===== src/rtl/elastic_pkg.sv =====
// Shared constants and types for the elastic fork slice.
// Provides the default payload width and a count-width helper.
package elastic_pkg;

    localparam int DEFAULT_DATA_WIDTH = 32;

    typedef logic [DEFAULT_DATA_WIDTH-1:0] token_t;

    // Bits needed to hold a fill level of 0..depth inclusive.
    function automatic int count_width(input int depth);
        return $clog2(depth + 1);
    endfunction

endpackage


===== src/rtl/elastic_fifo.sv =====
// Single-clock FIFO used per output channel of the elastic fork.
// Registered outputs only; no fall-through from push to dout.
module elastic_fifo
    import elastic_pkg::*;
#(
    parameter int DATA_WIDTH = DEFAULT_DATA_WIDTH,
    parameter int DEPTH      = 2,
    localparam int CW        = count_width(DEPTH),
    localparam int PW        = $clog2(DEPTH)
) (
    input  logic                  clk,
    input  logic                  reset_n,
    input  logic                  push,
    input  logic                  pop,
    input  logic [DATA_WIDTH-1:0] din,
    output logic [DATA_WIDTH-1:0] dout,
    output logic                  full,
    output logic                  empty,
    output logic [CW-1:0]         count
);

    logic [DATA_WIDTH-1:0] mem_q [DEPTH];
    logic [DATA_WIDTH-1:0] mem_d [DEPTH];
    logic [PW-1:0]         wr_ptr_q;
    logic [PW-1:0]         wr_ptr_d;
    logic [PW-1:0]         rd_ptr_q;
    logic [PW-1:0]         rd_ptr_d;
    logic [CW-1:0]         count_q;
    logic [CW-1:0]         count_d;
    logic                  do_push;
    logic                  do_pop;

    assign full    = (count_q == CW'(DEPTH));
    assign empty   = (count_q == '0);
    assign do_push = push & ~full;
    assign do_pop  = pop & ~empty;
    assign dout    = mem_q[rd_ptr_q];
    assign count   = count_q;

    // DEPTH is a power of two, so pointer increments wrap for free.
    always_comb begin
        mem_d    = mem_q;
        wr_ptr_d = wr_ptr_q;
        rd_ptr_d = rd_ptr_q;
        count_d  = count_q;
        if (do_push) begin
            mem_d[wr_ptr_q] = din;
            wr_ptr_d        = wr_ptr_q + PW'(1);
        end
        if (do_pop) begin
            rd_ptr_d = rd_ptr_q + PW'(1);
        end
        unique case ({do_push, do_pop})
            2'b10:   count_d = count_q + CW'(1);
            2'b01:   count_d = count_q - CW'(1);
            default: count_d = count_q;
        endcase
    end

    always_ff @(posedge clk) begin
        mem_q <= mem_d;
    end

    always_ff @(posedge clk or negedge reset_n) begin
        if (!reset_n) begin
            wr_ptr_q <= '0;
            rd_ptr_q <= '0;
            count_q  <= '0;
        end else begin
            wr_ptr_q <= wr_ptr_d;
            rd_ptr_q <= rd_ptr_d;
            count_q  <= count_d;
        end
    end

endmodule


===== src/rtl/elastic_buffered_fork.sv =====
// Elastic fork: broadcasts each accepted token into per-channel FIFOs.
// Backpressure depends only on FIFO state, never on stop_output.
module elastic_buffered_fork
    import elastic_pkg::*;
#(
    parameter int DATA_WIDTH = DEFAULT_DATA_WIDTH,
    parameter int OUT_NUM    = 4,
    parameter int DEPTH      = 2,
    localparam int CW        = count_width(DEPTH)
) (
    input  logic                          clk,
    input  logic                          reset_n,
    input  logic [DATA_WIDTH-1:0]         input_data,
    input  logic                          valid_input,
    output logic                          stop_input,
    output logic [OUT_NUM*DATA_WIDTH-1:0] output_data,
    output logic [OUT_NUM-1:0]            valid_output,
    input  logic [OUT_NUM-1:0]            stop_output,
    input  logic [OUT_NUM-1:0]            available_output,
    output logic                          switch_context,
    output logic [OUT_NUM*CW-1:0]         occupancy
);

    logic [OUT_NUM-1:0] full;
    logic [OUT_NUM-1:0] empty;
    logic [OUT_NUM-1:0] push;
    logic [OUT_NUM-1:0] pop;
    logic               accept;

    assign stop_input     = |(available_output & full);
    assign accept         = valid_input & ~stop_input;
    assign valid_output   = ~empty;
    assign switch_context = (&empty) & ~valid_input;

    // Disabled channels still drain; the enable gates writes only.
    for (genvar i = 0; i < OUT_NUM; i++) begin : g_ch
        assign push[i] = accept & available_output[i];
        assign pop[i]  = ~empty[i] & ~stop_output[i];

        elastic_fifo #(
            .DATA_WIDTH (DATA_WIDTH),
            .DEPTH      (DEPTH)
        ) u_fifo (
            .clk     (clk),
            .reset_n (reset_n),
            .push    (push[i]),
            .pop     (pop[i]),
            .din     (input_data),
            .dout    (output_data[i*DATA_WIDTH +: DATA_WIDTH]),
            .full    (full[i]),
            .empty   (empty[i]),
            .count   (occupancy[i*CW +: CW])
        );
    end

endmodule


===== config.mk =====
export PLATFORM = sky130hd
export DESIGN_NAME = elastic_buffered_fork
export DESIGN_NICKNAME = d
export VERILOG_FILES = /design/src/rtl/elastic_pkg.sv /design/src/rtl/elastic_fifo.sv /design/src/rtl/elastic_buffered_fork.sv
export SDC_FILE = /design/constraint.sdc
export NUM_CORES = 1
export LEC_CHECK = 0
export BUFFER_PORTS_ARGS = -buffer_cell sky130_fd_sc_hd__buf_2
export CAP_MARGIN = 20
export CORE_MARGIN = 8
export CORE_UTILIZATION = 30
export DETAILED_ROUTE_END_ITERATION = 8
export GPL_TIMING_DRIVEN = 0
export PLACE_DENSITY = 0.53
export SYNTH_ARGS = -nofsm -noshare
export SYNTH_HDL_FRONTEND = slang
export SYNTH_HIERARCHICAL = 1
export SYNTH_SLANG_ARGS = --single-unit

===== constraint.sdc =====
create_clock -name clk -period 5.15 [get_ports clk]
set_input_delay 0.515 -clock clk [delete_from_list [all_inputs] [get_ports clk]]
set_output_delay 0.515 -clock clk [all_outputs]
set_load 0.02 [all_outputs]

Yosys cells after proc, flatten, opt, wreduce, memory -nomap -nowiden
Cells that the tools add are included.
Word-level totals
  register bits after elaboration: 272
  input bits: 43
Cells by class
  $add $sub $neg: 16
  magnitude comparators: 12
  equal/unequal tests: 12
  mux-type cells: 28
  bitwise operators: 42
  reduce and logical (&&, ||, !) cells: 14
Operators with widths (count)
  two-way mux 32 bit: 16
  bitwise mux 64 bit: 4
  demux 32 bit (select 1 bit): 4
  AND 1 bit: 18
  equality test 2 bit (second input constant): 8
  greater-or-equal comparator 2 bit (second input constant): 8
  NOT 1 -> 2 bit: 8
  one-hot mux 2 bit (2 select lines): 4
  NOT 1 bit: 14
  adder 1 bit (second input constant): 8
  adder 2 x 1 -> 2 bit (second input constant): 4
  equality test 2 x 1 -> 1 bit (second input constant): 4
  zero test 2 bit: 4
  < comparator 2 x 1 -> 1 bit (second input constant): 4
  nonzero test 2 bit: 4
  subtractor 2 x 1 -> 2 bit (second input constant): 4
  AND 4 bit: 1
  logical AND 1 bit: 4
  NOT 4 bit: 1
  AND reduction 4 bit: 1
  OR reduction 4 bit: 1

Longest topological paths before layout
Gate-level depths: netlist of run 1.
  depth after elaboration: 9
  gate-level depth with buffers: 9
  gate-level depth less buffers: 9

By module
Netlist of run 1, hierarchy kept.
Modules (own cells, without submodules)
  elastic_fifo: instances 4, cells an instance 118, area an instance 2658.8 um^2, seq. area each 2021.9 um^2
  elastic_buffered_fork: instances 1, cells an instance 21, area an instance 107.6 um^2, seq. area each 0.0 um^2

Worst setup path after synthesis of run 1
No wires, ideal clock.
  kind: register to register
  start point: register g_ch[2].u_fifo.count_q[0]
  end point: register g_ch[3].u_fifo/mem_q[32] (netlist bit) (enable)
  arrival time: 2672 ps
  data required time: 4729 ps
  slack: 2056 ps
  stages on the path, launching flop included: 7
  path buffers: 0
  clock period less this slack: 3094 ps
  cell sequence: dfrtp_1 > nand2b_1 > inv_1 > a22o_4 > nor3_1 > nand2_1 > nor2_1
Between the ends
  longest elaborated chain between the ends: 7
RTL lines
  start: declaration: line elastic_fifo.sv:28  | logic [CW-1:0] count_q;
  start signal: assignment: line elastic_fifo.sv:72  | count_q <= count_d;
  equality test 2 bit: line elastic_fifo.sv:33  | assign full = (count_q == CW'(DEPTH));
  via full[2]: line elastic_buffered_fork.sv:24  | logic [OUT_NUM-1:0] full;
  AND 4 bit: line elastic_buffered_fork.sv:30  | assign stop_input = |(available_output & full);
  OR reduction 4 bit: line elastic_buffered_fork.sv:30
  NOT 1 bit: line elastic_buffered_fork.sv:31  | assign accept = valid_input & ~stop_input;
  AND 1 bit: line elastic_buffered_fork.sv:31
  AND 1 bit: line elastic_buffered_fork.sv:37  | assign push[i] = accept & available_output[i];
  via push[3]: line elastic_buffered_fork.sv:26  | logic [OUT_NUM-1:0] push;
  AND 1 bit: line elastic_fifo.sv:35  | assign do_push = push & ~full;
  end signal: assignment: line elastic_fifo.sv:61  | mem_q <= mem_d;
  end: declaration: line elastic_fifo.sv:22  | logic [DATA_WIDTH-1:0] mem_q [DEPTH];
The timed path passes the listed nets, and every way through them passes these cells.
A chain may end at the register's enable or synchronous reset.

Worst setup path after layout of run 1
  start point: register g_ch[2].u_fifo.count_q[0]
  end point: register g_ch[2].u_fifo/mem_q[55] (netlist bit) (enable)
Between the ends
  longest elaborated chain between the ends: 7
  elaborated cells on any way between the ends: 8
  classes of those cells: eq/ne: 1; bitwise: 6; reduce/logical: 1
RTL lines (line)
  equality test 2 bit: elastic_fifo.sv:33
  via full[2]: elastic_buffered_fork.sv:24
  AND 4 bit: elastic_buffered_fork.sv:30
  OR reduction 4 bit: elastic_buffered_fork.sv:30
  NOT 1 bit: elastic_buffered_fork.sv:31
  AND 1 bit: elastic_buffered_fork.sv:31
  AND 1 bit: elastic_buffered_fork.sv:37
  via push[2]: elastic_buffered_fork.sv:26
  AND 1 bit: elastic_fifo.sv:35
  end signal: assignment: elastic_fifo.sv:61
  end: declaration: elastic_fifo.sv:22
The timed path passes the listed nets, and every way through them passes these cells.

==> results of run 1 <==
[power by group]
part           internal, mW  switching, mW
sequential             2.78          0.120
combinational          1.30           1.63
clock                  1.20          0.803
total                  5.27           2.55
[cell families (layout without fill, tap and decap cells)]
kind of cell	count (synthesis)	after routing	share of synthesized area [%]
AO/OA/AOI/OAI	2	2	0.245
XOR/XNOR	20	20	1.63
adder cells (fa/ha/maj)	4	4	0.466
buffers and inverters	24	270	2.93
flip-flops	272	272	75.3
multiplexers	128	128	17.5
AND/OR/NAND/NOR	43	43	1.97
[what timing repair did]
action                                 in CTS  in global routing
endpoints found under the hold margin      16                  0
setup endpoints to repair                   0                  0
hold buffers                                1                  0
[synthesized netlist by cell type]
library cell / number
edfxtp_1: 256
mux2_4: 116
dfrtp_1: 16
nor2_1: 16
buf_12: 12
mux2_2: 12
xnor2_1: 12
nand2_1: 9
inv_1: 8
xor2_1: 8
and3_1: 4
buf_6: 4
ha_1: 4
nand2b_1: 4
nor2b_2: 4
nor3_1: 4
a22o_1: 1
a22o_4: 1
nor4_1: 1
or2_1: 1
[placed cells by master, fill, tap and decap left out, drive strengths merged]
| cell type | synthesis | final |
|---|---|---|
| nor3 | 4 | 4 |
| xor2 | 8 | 8 |
| nand2b | 4 | 4 |
| inv | 8 | 8 |
| or2 | 1 | 1 |
| nor2b | 4 | 4 |
| clkinv | 0 | 11 |
| a22o | 2 | 2 |
| bufinv | 0 | 2 |
| clkbuf | 0 | 39 |
| nor2 | 16 | 16 |
| dlygate4sd3 | 0 | 1 |
| nor4 | 1 | 1 |
| mux2 | 128 | 128 |
| xnor2 | 12 | 12 |
| ha | 4 | 4 |
| buf | 16 | 208 |
| and3 | 4 | 4 |
| edfxtp | 256 | 256 |
| clkinvlp | 0 | 1 |
| dfrtp | 16 | 16 |
| nand2 | 9 | 9 |
[cell type report]
class | count | area [um2]
fillers | 3305 | 22000
flip-flops and latches | 272 | 8090
multi-input cells | 197 | 2370
repair buffers | 193 | 1090
clock buffers | 39 | 813
well taps | 461 | 577
plain buffers | 16 | 285
clock inverters | 14 | 115
inverters | 8 | 30.0
[sequential cells by signal (all words and copies together), names as in the netlist]
name	count
g_ch.u_fifo/rd_ptr_q	4
g_ch.u_fifo/wr_ptr_q	4
g_ch.u_fifo/mem_q	256
g_ch.u_fifo/count	8
[worst reg2reg max path, cell delays in order (launching register included)]
cell      delay, ns
dfrtp_1        0.43
nand2b_1       0.19
inv_1          0.07
a22o_4         0.26
nor3_1         0.30
nand2_1        0.20
nor2_4         0.51
buf_12         0.28
[stage by stage]
stage | std cells | hold WS [ns] | power [mW] | util, % | cell area, um2
floorplan | 493 | 0.219 | 4.99 | - | 10700
detailed placement | 1146 | 0.466 | 5.96 | 35.1 | 12400
global placement | 1138 | 0.461 | 5.91 | 34.6 | 12200
global route | 1200 | 0.214 | 8.23 | 37.8 | 13400
CTS | 1200 | 0.205 | 8.00 | 37.8 | 13400
finish | 1200 | 0.240 | 7.82 | 37.8 | 13400
[layer usage]
| metal | up-vias | global-route usage (%) | wire, um |
|---|---|---|---|
| met5 | - | 0 | 0 |
| met4 | 0 | 2.60 | 449 |
| met3 | 37 | 2.69 | 1690 |
| met2 | 152 | 18.6 | 11400 |
| met1 | 2583 | 14.8 | 10700 |
| li1 | 2339 | - | - |
[worst paths after layout]
path | start | to | slack, ns | depth (start not counted)
max | g_ch[2].u_fifo/count[0] | g_ch[2].u_fifo/mem_q[55] | 2.59 | 7
min | input_data[29] | g_ch[3].u_fifo/mem_q[61] | 0.24 | 1
max reg2reg | g_ch[2].u_fifo/count[0] | g_ch[2].u_fifo/mem_q[55] | 2.59 | 7
min reg2reg | g_ch[1].u_fifo/count[1] | g_ch[1].u_fifo/count[1] | 0.52 | 1
max in group asynchronous | reset_n | g_ch[2].u_fifo/rd_ptr_q | 4.43 | 2
min in group asynchronous | reset_n | g_ch[1].u_fifo/count[1] | 0.44 | 2
==> out/metrics.yaml, run 1 <==
run:
  cap_violations: 0
synth:
  synthTopCellsByArea: "edfxtp_1 (72%), mux2_4 (16%), dfrtp_1 (3.7%)"
  synth-seq-cells: 272
  synthCells: 493
  synth-seq-area-share_pct: 75.3
  syn-cell-area_um2: 10700
  synthesis.nets: 540
  ys_warn_count: 6
  synth_top_cell_by_area: "edfxtp_1"
  avgSynthCellArea_um2: 21.8
  ys_types: 20
  synth_top_area_share_pct: 71.6
die:
  dieArea_um2: 42100
  rows: 69
  die_w_um: 205
  die_h_um: 205
  io_pins: 185
  core_area_um2: 35400
  start_util_pct: 30.3
clock_network:
  ctsLongestPathBuffers: 3
  clkSinkCount: 272
  cts_setup_buffers: 0
  cts_tree: "done"
  cts.repair.resized: 0
  clk_pin_slew_ns: 0.06
  numCtsBuffers: 29
  h-tree-depth: 1
  cts_root_buf: "clkbuf_16"
  clk_latency_ns: 0.54
critical_path:
  crit_chain: "nand2b_1 > inv_1 > a22o_4 > nor3_1 > nand2_1 > nor2_4 > buf_12"
  cp_top_family: "simple AND/OR/NAND/NOR gates"
  path_class: "reg2reg"
  end_kind: "register"
  cp_max_fo: 19
  arrival_ns: 2.78
  slowest_stage: "nor2_4"
  cp-start-kind: "register"
  path_buf_inv: 2
  required_ns: 5.37
  cpPeakStageDelay_ns: 0.51
sta:
  layout_setup_ws_ns: 2.59
  drv_slew: 0
  final-setup-viol-count: 0
  worst_slew_margin_rel_pct: 58.2
  period_share_pct: 49.7
  worst_pin_slew_ns: 0.625
  finalHoldViolCount: 0
  rsz0062_at_grt: "false"
  clock_skew_ns: 0.0163
  period_needed_ns: 2.56
  clock.fmax_mhz: 391
  fin_setup_tns_ns: 0
place:
  numPortBuffers: 184
  place_ws_ns: 2.57
  dp_hpwl_mm: 16.6
  gp_congestion: 0.670
route:
  post_drt_wl_per_cell_um: 20.3
  vias: 5111
  vias_per_cell: 4.26
  ant_nets: 0
  drt_iter0_markers: 188
  drc: 0
  drtPass1Iterations: 4
  wirelength_mm: 24.3
finish:
  drive_above_1_share_pct: 52.9
  layout.nets: 764
  antenna_cells: 0
  syn_to_final_growth_pct: 24.5
outcome:
  outcome: "completed"
power_and_ir_drop:
  power_density_nw_per_um2: 585
  peakVddDrop_uv: 320
  p_leak_nw: 5.15
grt:
  grt_pass1_vias: 5486
  grt_overflow_total: 0
  grt_max_degree: 20
  grt_pass1_wl_mm: 35.2
  grt.total_usage_pct: 11.2
  antenna_found_initial: 0
min_path:
  hp-class: "in2reg"
No activity file was read; power rests on OpenSTA's default activity.
==> run 2, diff against run 1 <==
clock period = 2.61 ns   (was 5.15 ns; I/O delays follow)
==> run 2 against run 1 <==
  * Global-route usage about the same
  * Critical endpoint is now g_ch[2].u_fifo/mem_q[13]
  * Via count up 0.78%
  * Die area unchanged
==> out/metrics.yaml, run 2 (synthesis gave the netlist of run 1 again) <==
route:
  drt_iter0_markers: 207
  vias: 5151
  vias_per_cell: 4.18
  post_drt_wl_per_cell_um: 19.9
  wirelength_mm: 24.6
  drtPass1Iterations: 4
  drc: 0
  ant_nets: 0
grt:
  grt_pass1_vias: 5517
  grt_max_degree: 20
  antenna_found_initial: 0
  grt.total_usage_pct: 11.2
  grt_pass1_wl_mm: 35.3
  grt_overflow_total: 0
finish:
  layout.nets: 796
  drive_above_1_share_pct: 51.4
  final_cell_mix: "edfxtp_1 (256), buf_2 (184), mux2_4 (116), clkbuf_16 (29), dlygate4sd3_1 (29)"
  antenna_cells: 0
  syn_to_final_growth_pct: 27.6
  largest_reg_flops: 256
  final_cell_area_um2: 13700
  regMostFlops: "g_ch.u_fifo/mem_q"
  final_common_cell: "edfxtp_1"
power_and_ir_drop:
  power_density_nw_per_um2: 1130
  p_comb_share_pct: 38.0
  swShare_pct: 32.9
  p_leak_nw: 5.27
  p_switching_mw: 5.08
  total_power_mw: 15.4
  p_clk_share_pct: 24.9
  p_int_mw: 10.4
  peakVddDrop_uv: 670
  pwr-share-seq_pct: 37.1
clock_network:
  numCtsBuffers: 29
  cts_root_buf: "clkbuf_16"
  clk_latency_ns: 0.54
  cts.repair.resized: 0
  h-tree-depth: 1
  clk_pin_slew_ns: 0.06
  ctsLongestPathBuffers: 3
  clkSinkCount: 272
  cts_tree: "done"
die:
  io_pins: 185
  core_area_um2: 35400
  dieArea_um2: 42100
  rows: 69
  die_w_um: 205
  start_util_pct: 30.3
  die_h_um: 205
place:
  numPortBuffers: 184
  gp_congestion: 0.642
  dp_hpwl_mm: 16.7
  post_dp_cell_area_um2: 12400
critical_path:
  required_ns: 2.83
  path_class: "reg2reg"
  cp-start-kind: "register"
  end_kind: "register"
  arrival_ns: 2.62
  cp_max_fo: 19
sta:
  worst_slew_margin_rel_pct: 62.2
  finalHoldViolCount: 0
  drv_slew: 0
  period_needed_ns: 2.39
  fin_setup_tns_ns: 0
  rsz0062_at_grt: "false"
  worst_pin_slew_ns: 0.567
  hold_ws_ns: 0.0265
  final-setup-viol-count: 0
  clock_skew_ns: 0.0193
  clock.fmax_mhz: 418
  period_share_pct: 91.7
run:
  cap_violations: 0
outcome:
  outcome: "completed"
min_path:
  hp-class: "in2reg"
run 2: cell count changes in the layout (fill, tap and decap cells not counted), sizes merged:
cell / change
dlygate4sd3: +28
clkinv: -6
buf: +4
clkinvlp: +3
inv: +2
bufinv: -1
clkbuf: +1
run 2: what timing repair did:
| action | in CTS | in global routing |
|---|---|---|
| hold buffers | 29 | 0 |
| setup buffers | 2 | 2 |
| setup endpoints to repair | 30 | 24 |
| endpoints found under the hold margin | 231 | 0 |
| pin swaps | 2 | 2 |
run 2: worst max-delay path: stages, from the launching register on:
cell and delay (ns):
dfrtp_1 0.44, nand2b_1 0.20, inv_1 0.07, a22o_4 0.26, nor3_1 0.30, and3_2 0.56
buf_12 0.24
run 2: final timing paths:
path	from	to	slack, ns	cells after the start
min reg2reg	g_ch[1].u_fifo/count[1]	g_ch[1].u_fifo/count[1]	0.52	1
max reg2reg	g_ch[2].u_fifo/count[0]	g_ch[2].u_fifo/mem_q[13]	0.22	6
min	input_data[11]	g_ch[1].u_fifo/mem_q[43]	0.03	1
max in group asynchronous	reset_n	g_ch[2].u_fifo/rd_ptr_q	2.14	2
min in group asynchronous	reset_n	g_ch[1].u_fifo/count[1]	0.18	2
max	g_ch[2].u_fifo/count[0]	g_ch[2].u_fifo/mem_q[13]	0.22	6
run 2: metrics by stage:
stage / cells / worst slack, ns / utilization [%]
after detailed placement: 1146 / -0.0200 / 35.2
final: 1231 / 0.215 / 38.7
after floorplan: 493 / 0.0414 / -
after global placement: 1138 / -1.06 / 34.6
after CTS: 1229 / 0.00562 / 38.6
after global routing: 1231 / 0.0415 / 38.7
run 2: power by group through the flow:
| stage | Clock, mW | Sequential, mW | Combinational [mW] |
|---|---|---|---|
| global route | 4.14 | 5.77 | 6.29 |
| global placement | 0 | 5.82 | 5.83 |
| detailed placement | 0 | 5.81 | 5.98 |
| finish | 3.85 | 5.72 | 5.87 |
| floorplan | 0 | 5.84 | 4.01 |
| CTS | 3.97 | 5.73 | 6.05 |
run 2: routing by layer:
| layer | vias up | track usage [%] | routed length [um] |
|---|---|---|---|
| li1 | 2411 | - | - |
| met1 | 2588 | 14.4 | 10900 |
| met3 | 26 | 2.35 | 1280 |
| met2 | 126 | 19.2 | 12000 |
| met5 | - | 0 | 0 |
| met4 | 0 | 2.68 | 354 |
run 2: layout make-up:
type / count / area [um2]
clock inverter: 12 / 101
fill: 3277 / 21700
tap: 461 / 577
clock buffer: 40 / 797
inverter: 8 / 30.0
buffer: 16 / 285
timing repair buffer: 225 / 1460
sequential: 272 / 8090
multi-input combinational: 197 / 2370
==> run 3, diff against run 2 <==
--- a/constraint.sdc
+++ b/constraint.sdc
@@ -3,2 +3,2 @@
 set_output_delay 0.261 -clock clk [all_outputs]
-set_load 0.02 [all_outputs]
+set_load 0.1 [all_outputs]
==> run 3 against run 2 <==
  * Hold slack got worse by 0.012 ns
  * Register-to-register slack improved by 0.06 ns
  * Critical path depth unchanged
  * Clock skew decreased by 0.011 ns
  * Design area increased by 0.18%
  * Via count decreased by 0.58%
  * Setup slack improved by 0.058 ns
  * Highest routed layer unchanged
==> out/metrics.yaml, run 3 (synthesis gave the netlist of run 1 again) <==
route:
  drt_iter0_markers: 153
  vias_per_cell: 4.16
  wirelength_mm: 24.3
  vias: 5121
  post_drt_wl_per_cell_um: 19.7
  ant_nets: 0
  drtPass1Iterations: 4
  drc: 0
clock_network:
  clk_pin_slew_ns: 0.06
  numCtsBuffers: 29
  clkSinkCount: 272
  clk_latency_ns: 0.54
  cts_root_buf: "clkbuf_16"
  ctsLongestPathBuffers: 3
  cts_tree: "done"
  h-tree-depth: 1
critical_path:
  crit_chain: "nand2b_1 > inv_1 > a22o_1 > nor3_1 > and3_2 > buf_16"
  end_kind: "register"
  reg2reg_slack_ns: 0.27
  cp_max_fo: 17
  required_ns: 2.85
  cp_num_cells: 6
  path_class: "reg2reg"
  rr_startpoint: "g_ch[1].u_fifo/count[1]"
  cp_top_family: "simple AND/OR/NAND/NOR gates"
  arrival_ns: 2.57
  endpoint: "g_ch[2].u_fifo/mem_q[29]"
  path_buf_inv: 2
  cpPeakStageDelay_ns: 0.62
  reg2regPathDepth: 6
  cp-startpoint: "g_ch[1].u_fifo/count[1]"
  slowest_stage: "and3_2"
  r2r_end: "g_ch[2].u_fifo/mem_q[29]"
  cp-start-kind: "register"
finish:
  final_common_cell: "edfxtp_1"
  largest_reg_flops: 256
  final_cell_mix: "edfxtp_1 (256), buf_2 (184), mux2_4 (116), clkbuf_16 (29), dlygate4sd3_1 (28)"
  drive_above_1_share_pct: 52.8
  regMostFlops: "g_ch.u_fifo/mem_q"
  multi_input_area_um2: 2410
  n_fill_cell: 3278
  instances_no_fill: 1231
  layout.nets: 794
  regArea_um2: 8110
  syn_to_final_growth_pct: 27.9
sta:
  fin_setup_tns_ns: 0
  period_share_pct: 89.5
  clock_skew_ns: 0.00815
  clock.fmax_mhz: 428
  period_needed_ns: 2.34
  worst_pin_slew_ns: 0.664
  drv_slew: 0
  hold_ws_ns: 0.0143
  final-setup-viol-count: 0
  finalHoldViolCount: 0
  worst_slew_margin_rel_pct: 55.7
  rsz0062_at_grt: "false"
die:
  start_util_pct: 30.3
  die_w_um: 205
  io_pins: 185
  rows: 69
  dieArea_um2: 42100
  core_area_um2: 35400
  die_h_um: 205
place:
  place_inst: 1142
  numPortBuffers: 184
  dp_hpwl_mm: 15.3
  gp_congestion: 0.661
outcome:
  outcome: "completed"
grt:
  grt_pass1_wl_mm: 35.2
  grt_overflow_total: 0
  antenna_found_initial: 1
  grt.total_usage_pct: 11.3
  grt_pass1_vias: 5424
  grt_max_degree: 33
min_path:
  hp-class: "in2reg"
run:
  cap_violations: 0
[run 3: changes by cell type in the layout (fill, tap and decap cells not counted), sizes merged]
cell | previous run | this run
bufinv | 1 | 2
inv | 10 | 6
dlygate4sd3 | 29 | 28
clkinv | 5 | 15
clkinvlp | 4 | 5
clkbuf | 40 | 33
diode | 0 | 1
buf | 212 | 211
[run 3: how the worst min path moves through the flow]
stage             startpoint                  endpoint  slack [ns]  depth (start not counted)
3_5_place_dp         reset_n   g_ch[1].u_fifo/count[1]        0.21                          1
2_1_floorplan        reset_n   g_ch[0].u_fifo/rd_ptr_q       -0.03                          0
3_3_place_gp         reset_n   g_ch[3].u_fifo/count[1]        0.21                          1
5_1_grt        input_data[8]  g_ch[3].u_fifo/mem_q[40]       0.004                          1
6_report       input_data[8]  g_ch[3].u_fifo/mem_q[40]        0.01                          1
4_1_cts        input_data[8]  g_ch[3].u_fifo/mem_q[40]       0.002                          1
[run 3: worst register-to-register path: stages (launching register included)]
cell and delay (ns):
dfrtp_4 0.50, nand2b_1 0.12, inv_1 0.05, a22o_1 0.25, nor3_1 0.23, and3_2 0.62, buf_16 0.24
[run 3: metrics by stage]
step,util (%),instance area (um2),setup WS [ns]
finish,38.8,13700,0.273
global route,38.8,13700,0.113
detailed placement,35.1,12400,0.0128
global placement,34.8,12300,-0.208
CTS,38.4,13600,0.0150
floorplan,-,10800,-0.161
[run 3: timing repair]
| item | CTS | global route |
|---|---|---|
| pin swaps | 0 | 4 |
| endpoints found under the hold margin | 227 | 0 |
| setup buffers | 0 | 5 |
| hold buffers | 28 | 0 |
| endpoints found under the setup margin | 1 | 101 |
| gates resized for setup | 1 | 1 |
[run 3: final cells by class]
class | count | share of cell area, %
sequential | 272 | 59.0
multi-input combinational | 197 | 17.6
timing repair buffer | 223 | 10.4
clock buffer | 33 | 5.39
tap | 461 | 4.20
buffer | 16 | 2.08
clock inverter | 20 | 1.09
inverter | 8 | 0.273
antenna | 1 | 0.0182
[run 3: routing by layer]
metal	share of wire, %	routed length, um	GRT usage (%)	vias up
li1	-	-	-	2406
met1	44	10700	14.3	2544
met2	48	11700	19.1	134
met3	6.3	1520	2.82	37
met4	1.8	435	2.58	0
met5	0	0	0	-
Power of run 3 is not shown: default switching activity piles up to over one toggle a cycle in this logic, so the estimate is an artifact.
